`config.mk`:
```
export PLATFORM = sky130hd
export DESIGN_NAME = dmem_mmio
export DESIGN_NICKNAME = d
export VERILOG_FILES = /design/src/rtl/dmem_mmio.sv
export SDC_FILE = /design/constraint.sdc
export NUM_CORES = 2
export LEC_CHECK = 0
export ABC_AREA = 0
export CAP_MARGIN = 20
export CELL_PAD_IN_SITES_DETAIL_PLACEMENT = 0
export CELL_PAD_IN_SITES_GLOBAL_PLACEMENT = 2
export CORE_ASPECT_RATIO = 1.5
export CORE_MARGIN = 5
export CORE_UTILIZATION = 47
export DETAILED_ROUTE_END_ITERATION = 8
export PLACE_DENSITY_LB_ADDON = 0.1
export SLEW_MARGIN = 20
export SYNTH_ARGS = -nofsm -noshare
export SYNTH_HDL_FRONTEND = slang
export SYNTH_SLANG_ARGS = --single-unit
```
`constraint.sdc`:
```
create_clock -name clk -period 3.35 [get_ports clk]
set_clock_uncertainty 0.15 [all_clocks]
set_input_delay 0.67 -clock clk [delete_from_list [all_inputs] [get_ports clk]]
set_output_delay 0.67 -clock clk [all_outputs]
set_load 0.005 [all_outputs]
```
`src/rtl/dmem_mmio.sv`:
```
// dmem_mmio: word-addressed data RAM plus an MMIO window (LEDs, timer/compare irq, UART TX).
// Build with DMEM_MMIO_UART_EN defined to include the UART transmitter; otherwise uart_tx idles high.
module dmem_mmio #(
    parameter int unsigned RAM_WORDS = 64,
    parameter logic [31:0] MMIO_BASE = 32'hFFFF_0000,
    parameter int unsigned BAUD_DIV  = 16
) (
    input  logic        clk,
    input  logic        reset,
    input  logic        we,
    input  logic [31:0] a,
    input  logic [31:0] wd,
    output logic [31:0] rd,
    output logic [7:0]  leds,
    output logic        irq_timer,
    output logic        uart_tx
);
    localparam int unsigned IdxW     = $clog2(RAM_WORDS);
    localparam logic [31:0] RamBytes = 32'(RAM_WORDS * 4);
    localparam logic [5:0]  OffLed     = 6'h00;
    localparam logic [5:0]  OffCount   = 6'h01;
    localparam logic [5:0]  OffCompare = 6'h02;
    localparam logic [5:0]  OffStatus  = 6'h03;
    localparam logic [5:0]  OffTxStat  = 6'h05;

    if (RAM_WORDS < 4 || (RAM_WORDS & (RAM_WORDS - 1)) != 0) begin : gBadRamWords
        $error("RAM_WORDS must be a power of two and at least 4");
    end
    if (BAUD_DIV < 2) begin : gBadBaudDiv
        $error("BAUD_DIV must be at least 2");
    end

    logic [31:0]     ram [RAM_WORDS];
    logic [31:0]     count;
    logic [31:0]     compare;
    logic            matchFlag;
    logic            matchSet;
    logic            clrMatch;
    logic            uartBusy;
    logic            isRam;
    logic            isMmio;
    logic            wrMmio;
    logic [IdxW-1:0] ramIdx;
    logic [5:0]      mmioOff;

    // Address decode; the low two address bits never matter.
    assign isRam   = a < RamBytes;
    assign isMmio  = a[31:8] == MMIO_BASE[31:8];
    assign ramIdx  = a[IdxW+1:2];
    assign mmioOff = a[7:2];
    assign wrMmio  = we && isMmio;

    always_ff @(posedge clk) begin : ramWrite
        if (we && isRam) begin
            ram[ramIdx] <= wd;
        end
    end

    // Match is sampled on the pre-edge count, so a same-cycle W1C loses to a new match.
    assign matchSet = (count == compare) && (compare != 32'h0);
    assign clrMatch = wrMmio && (mmioOff == OffStatus) && wd[0];

    always_ff @(posedge clk or negedge reset) begin : mmioRegs
        if (!reset) begin
            leds      <= 8'h00;
            count     <= 32'h0;
            compare   <= 32'h0;
            matchFlag <= 1'b0;
        end else begin
            count     <= (wrMmio && mmioOff == OffCount) ? 32'h0 : count + 32'd1;
            matchFlag <= matchSet | (matchFlag & ~clrMatch);
            if (wrMmio && mmioOff == OffCompare) begin
                compare <= wd;
            end
            if (wrMmio && mmioOff == OffLed) begin
                leds <= wd[7:0];
            end
        end
    end

    assign irq_timer = matchFlag;

`ifdef DMEM_MMIO_UART_EN
    typedef enum logic [1:0] {Idle, Start, Data, Stop} uartState_t;
    localparam int unsigned    BaudW     = $clog2(BAUD_DIV);
    localparam logic [BaudW-1:0] BaudLast = BaudW'(BAUD_DIV - 1);
    localparam logic [5:0]     OffTxData = 6'h04;

    uartState_t       state;
    uartState_t       nextState;
    logic [7:0]       shiftReg;
    logic [7:0]       nextShift;
    logic [BaudW-1:0] baudCnt;
    logic [BaudW-1:0] nextBaud;
    logic [2:0]       bitIdx;
    logic [2:0]       nextBitIdx;
    logic             txReg;
    logic             nextTx;
    logic             bitDone;

    assign bitDone = baudCnt == BaudLast;

    always_ff @(posedge clk or negedge reset) begin : uartRegs
        if (!reset) begin
            state    <= Idle;
            shiftReg <= 8'h00;
            baudCnt  <= '0;
            bitIdx   <= 3'd0;
            txReg    <= 1'b1;
        end else begin
            state    <= nextState;
            shiftReg <= nextShift;
            baudCnt  <= nextBaud;
            bitIdx   <= nextBitIdx;
            txReg    <= nextTx;
        end
    end

    // Frame sequencing; tx is registered from the next state so it lines up with the state.
    always_comb begin : uartNext
        nextState  = state;
        nextShift  = shiftReg;
        nextBaud   = baudCnt;
        nextBitIdx = bitIdx;
        nextTx     = 1'b1;
        if (state != Idle) begin
            nextBaud = bitDone ? '0 : baudCnt + BaudW'(1);
        end
        case (state)
            Idle: begin
                if (wrMmio && mmioOff == OffTxData) begin
                    nextState = Start;
                    nextShift = wd[7:0];
                    nextBaud  = '0;
                end
            end
            Start: begin
                if (bitDone) begin
                    nextState  = Data;
                    nextBitIdx = 3'd0;
                end
            end
            Data: begin
                if (bitDone) begin
                    nextShift  = {1'b0, shiftReg[7:1]};
                    nextBitIdx = bitIdx + 3'd1;
                    if (bitIdx == 3'd7) begin
                        nextState = Stop;
                    end
                end
            end
            Stop: begin
                if (bitDone) begin
                    nextState = Idle;
                end
            end
            default: nextState = Idle;
        endcase
        case (nextState)
            Start:   nextTx = 1'b0;
            Data:    nextTx = nextShift[0];
            default: nextTx = 1'b1;
        endcase
    end

    assign uartBusy = state != Idle;
    assign uart_tx  = txReg;
`else
    assign uartBusy = 1'b0;
    assign uart_tx  = 1'b1;
`endif

    // Zero-latency read mux; shows pre-edge state for same-cycle writes.
    always_comb begin : readMux
        rd = 32'h0;
        if (isRam) begin
            rd = ram[ramIdx];
        end else if (isMmio) begin
            case (mmioOff)
                OffLed:     rd = {24'h0, leds};
                OffCount:   rd = count;
                OffCompare: rd = compare;
                OffStatus:  rd = {30'h0, uartBusy, matchFlag};
                OffTxStat:  rd = {31'h0, uartBusy};
                default:    rd = 32'h0;
            endcase
        end
    end
endmodule

```
Yosys cells after proc, flatten, opt, wreduce, memory -nomap -nowiden
Memories as Yosys holds them, arrays and structs flattened.
Index checks and enable logic that the tools add are counted.
{"block": "totals", "inputBits": 67, "mem_bits_rw": 2048, "reg_bits": 73, "mem_count": 1, "wordCells": 31, "out_inout_bits": 42}
{"memory": "ram", "words": 64, "width": 32, "rd": 1, "rd_clocked_by_memory_dff": 0, "wr": 1, "line": "33", "rtl": "logic [31:0] ram [RAM_WORDS];"}
{"block": "op_classes", "eq_ne": 5, "n_reduce_logical": 10, "bitwise_logic": 3, "n_lt_le_gt_ge": 1, "mux": 6, "add_sub_neg": 1}
{"operator": "$pmux W32 S4", "n": 1}
{"operator": "$mux W32", "n": 3}
{"operator": "$add A32 B1 Y32 const B", "n": 1}
{"operator": "$eq A32 B32 Y1", "n": 1}
{"operator": "$lt A32 B9 Y1 const B", "n": 1}
{"operator": "$reduce_bool A32 Y1", "n": 1}
{"operator": "$eq A24 B24 Y1 const B", "n": 1}
{"operator": "$eq A6 B2 Y1 const B", "n": 2}
{"operator": "$logic_and A1 B1 Y1", "n": 8}
{"operator": "$eq A6 B1 Y1 const B", "n": 1}
{"operator": "$logic_not A6 Y1", "n": 1}
{"operator": "$mux W1", "n": 2}
{"operator": "$and A1 B1 Y1", "n": 1}
{"operator": "$not A1 Y1", "n": 1}
{"operator": "$or A1 B1 Y1", "n": 1}

Logic depth before layout (Yosys ltp)
{"block": "logic_depth", "ltp_word": 7, "ltp_mapped": 11, "depth_no_buf": 7}

Worst setup path after synthesis
No wires, ideal clock.
{"block": "synth_path", "path_type": "input-to-reg", "start": "in a[2]", "end": "mem ram[17][0] (enable)", "setup_time_ns": 0.421, "path_buffers": 6, "t_required_ns": 2.779, "cell_stages": 9, "path_slack_ns": -0.575, "arrival_time_ns": 3.354, "path_cell_list": "buf_6 -> nor2b_1 -> buf_2 -> buf_2 -> buf_2 -> buf_2 -> buf_2 -> nand2_1 -> nor2_1"}
{"block": "synth_via", "elab_chain_cells": 4}
{"item": "from (decl)", "line": "11", "rtl": "input logic [31:0] a,"}
{"item": "$lt A32 B9 Y1", "line": "47", "rtl": "assign isRam = a < RamBytes;"}
{"item": "$logic_and A1 B1 Y1", "line": "54", "rtl": "if (we && isRam) begin"}
{"item": "$mux W1", "line": "54"}
{"item": "$mux W1 (not written as such)", "line": "55", "rtl": "ram[ramIdx] <= wd;"}
{"item": "to (decl)", "line": "33"}
Several ways; a longest one is shown, not always the timed one.

Worst setup path after layout
{"block": "layout_path", "start": "in a[3]", "end": "out rd[15]"}
{"block": "layout_via", "elab_chain_cells": 4, "elab_cells_between_ends": 9, "classes_between": "order compare (1); eq/ne (3); mux (3); reduce/logical (1); memory (1)"}
{"item": "parallel branches: the longest is 3 deep, another holds $lt A32 B9 Y1"}
{"item": "$mux W32 *", "line": "176", "rtl": "if (isRam) begin"}
{"item": "to (decl)", "line": "13", "rtl": "output logic [31:0] rd,"}
Mark *: on every way between the ends.

==> results.py <==
metrics = {
    "clock_tree": {
        "clock_sinks": 2121,
        "htree_levels": 4,
        "clkTransAtPathRegs_ns": 0.06,
        "clk_latency_ns": 0.84,
        "clockBufferDepth": 3,
        "cts_tree": "yes",
        "root_buffer": "clkbuf_16",
        "cts_buffers": 196,
    },
    "run_status": {
        "violations": "setup timing",
        "status": "finished with violations",
    },
    "power": {
        "powerDensity_nw_per_um2": 535,
        "total_power_mw": 56.5,
        "p_leak_nw": 36.5,
        "ir_drop_v": 0.000528,
    },
    "synth": {
        "synth_most_common_cell": "edfxtp_1",
        "async_reset_ff_share_pct": 3.44,
        "yosysUniqueCellTypes": 61,
        "ys_ff_latch": 2121,
        "synth_top_cells_by_area": "edfxtp_1, mux2i_1, a221o_1, o22ai_1, dfrtp_1",
        "synth-main-ff-cell": "edfxtp_1",
        "synth_area_um2": 82000,
        "avgSynthCellArea_um2": 17.8,
        "yosysTopAreaCell": "edfxtp_1",
        "synth_top_area_share_pct": 75.0,
        "synthTopCellsByCount": "edfxtp_1, mux2i_1, a221o_1, o22ai_1, a21oi_1",
        "synth_nets": 4669,
        "synthCells": 4601,
        "synth_warnings": 0,
        "ys_seq_area_share_pct": 77.2,
        "synth_edf_count": 2048,
    },
    "drt": {
        "num_vias": 49800,
        "dr.pass1.iters": 6,
        "ant_nets": 0,
        "drc": 0,
        "drt_iter0_markers": 5101,
        "finalWirelength_um": 274000,
        "wl_per_cell_um": 34.4,
        "viasPerCell": 6.25,
    },
    "sta": {
        "rsz0062_at_grt": "true",
        "finalHoldViolCount": 0,
        "fin_ws_ns": -0.692,
        "setup_viol": 32,
        "report.final.slew_viol_count": 0,
        "worst_pin_slew_ns": 1.11,
        "finalCritPeriodShare_pct": 121,
        "fin_crit_ns": 4.04,
        "max_freq_mhz": 247,
        "max_slew_margin_pct": 25.7,
    },
    "critical_path": {
        "end_kind": "output port",
        "startpoint": "a[3]",
        "worstSetupPathType": "primary input to output port",
        "crit_path_top_delay_cell": "nor4_4",
        "crit_fanout": 8,
        "crit_family": "buffers and inverters",
        "worstPathRequired_ns": 2.53,
        "path_common_cell": "buf_12",
        "cp.arrival_ns": 3.22,
        "path_cells": "buf_12 > and2_4 > buf_12 > buf_12 > buf_16 > a221o_1 > a21oi_2 > buf_4 > o22ai_4 > nor4_4 > buf_4 > o22ai_1 > buf_2",
        "max_stage_delay_ns": 0.58,
        "worstSetupStartpointType": "primary input",
        "cp_num_buf_inv": 7,
        "reg2reg_from": "count[11]",
    },
    "floorplanning": {
        "die_area_um2": 183000,
        "coreArea_um2": 173000,
        "rows": 187,
        "start_util_pct": 47.3,
        "die_height_um": 522,
        "die_w_um": 351,
        "io-pin-count": 109,
    },
    "worst_hold_path": {
        "min_path_type": "primary input to register",
        "worstHoldStart": "wd[21]",
    },
    "global_routing": {
        "antenna_found_initial": 10,
        "grt_pass1_vias": 49700,
        "track_usage_pct": 29.4,
        "grt_first_pass_wirelength_um": 378000,
        "grt_max_degree": 74,
        "overflow": 0,
    },
    "layout": {
        "final_layout_size_suffix_gt1_share_pct": 31.7,
        "num-fill-cells": 12600,
        "area_delta_synth_final_pct": 28.8,
        "final_nets": 5599,
        "fin_util_pct": 60.9,
        "fin_area_um2": 106000,
    },
    "job": {
        "drv_cap": 0,
    },
    "place": {
        "gp_congestion": 0.890,
        "portBuffers": 105,
        "dpl.hpwl_um": 176000,
        "place_area_um2": 93900,
        "place_ws_ns": -1.85,
    },
}
-- layout by cell type, fill, tap and decap left out, types with 36 or more instances in the layout --
master	Yosys	final
buf_4	6	574
a221o_1	473	473
dfrtp_1	73	73
mux2i_1	523	490
buf_2	110	62
clkinv_1	0	43
a22oi_1	36	36
buf_6	10	81
clkbuf_16	0	211
buf_12	0	246
nor2_4	0	65
o22ai_4	0	58
nor2_1	114	49
o22ai_1	383	263
edfxtp_1	2048	2048
a21oi_1	250	123
o22ai_2	0	62
a21oi_2	0	121
-- repair_timing --
action,in CTS,in global routing
cloned,29,14
hold buffers,1,0
setup buffers,99,44
endpoints found under the setup margin,32,32
resized for setup,577,196
endpoints found under the hold margin,73,0
pin swaps,222,170
-- metal layers --
| layer | routed length [um] | track usage, % | up-vias |
|---|---|---|---|
| li1 | - | - | 21200 |
| met1 | 104000 | 37.1 | 26400 |
| met2 | 143000 | 52.0 | 1789 |
| met3 | 16700 | 4.39 | 409 |
| met4 | 10300 | 10.4 | 6 |
| met5 | 46 | 0 | - |
-- stage by stage --
stage,TNS [ns],hold slack [ns],cells
after floorplan,-276.41,0.224,4601
after global placement,-642.27,0.379,7459
after detailed placement,-638.71,0.383,7463
after CTS,-16.98,0.0136,7930
after global routing,-18.75,0.0478,7967
final,-17.27,0.0691,7971
-- path summary, 6_finish.rpt --
path	to	slack (ns)	cells past startpoint
setup / recovery	rd[15]	-0.69	13
hold / removal	ram[24][21]	0.07	1
setup reg to reg	count[31]	0.89	5
hold reg to reg	irq_timer	0.40	1
max in group asynchronous	compare[25]	2.18	2
min in group asynchronous	leds[2]	0.32	2
-- cells by family (layout without fill, tap and decap cells) --
| kind of cell | after synthesis | count (layout) | synth area share, % |
|---|---|---|---|
| xor+xnor | 56 | 56 | 0.598 |
| mux | 578 | 578 | 7.40 |
| buf+inv | 349 | 1446 | 1.89 |
| fa+ha+maj | 1 | 1 | 0.0153 |
| other cells | 1 | 6 | 0.00457 |
| flops | 2121 | 2121 | 77.2 |
| compound gates | 1206 | 1206 | 11.1 |
| simple gates | 289 | 289 | 1.77 |
-- sequential cells by signal, indices dropped and copies added (netlist names) --
| register | flops |
|---|---|
| leds | 8 |
| irq_timer | 1 |
| ram | 2048 |
| compare | 32 |
| count | 32 |
-- power by group --
| group | switching (mW) | internal, mW | leakage (nW) | total, mW |
|---|---|---|---|---|
| combinational | 2.70 | 1.96 | 13.9 | 4.66 |
| clock | 9.92 | 12.8 | 3.16 | 22.8 |
| sequential | 0.00000161 | 29.1 | 19.4 | 29.1 |
| total | 12.6 | 43.9 | 36.5 | 56.5 |
-- cell type report --
| class | instances | area, um^2 | share of cell area [%] |
|---|---|---|---|
| clock buffers | 231 | 5100 | 4.83 |
| inverters | 3 | 23.8 | 0.0225 |
| diodes | 5 | 12.5 | 0.0118 |
| multi-input cells | 2131 | 20200 | 19.1 |
| well taps | 2268 | 2840 | 2.69 |
| repair buffers | 1078 | 12700 | 12.1 |
| clock inverters | 134 | 1390 | 1.32 |
| flip-flops and latches | 2121 | 63300 | 59.9 |
Note: power is estimated with default switching activity, not from simulation.
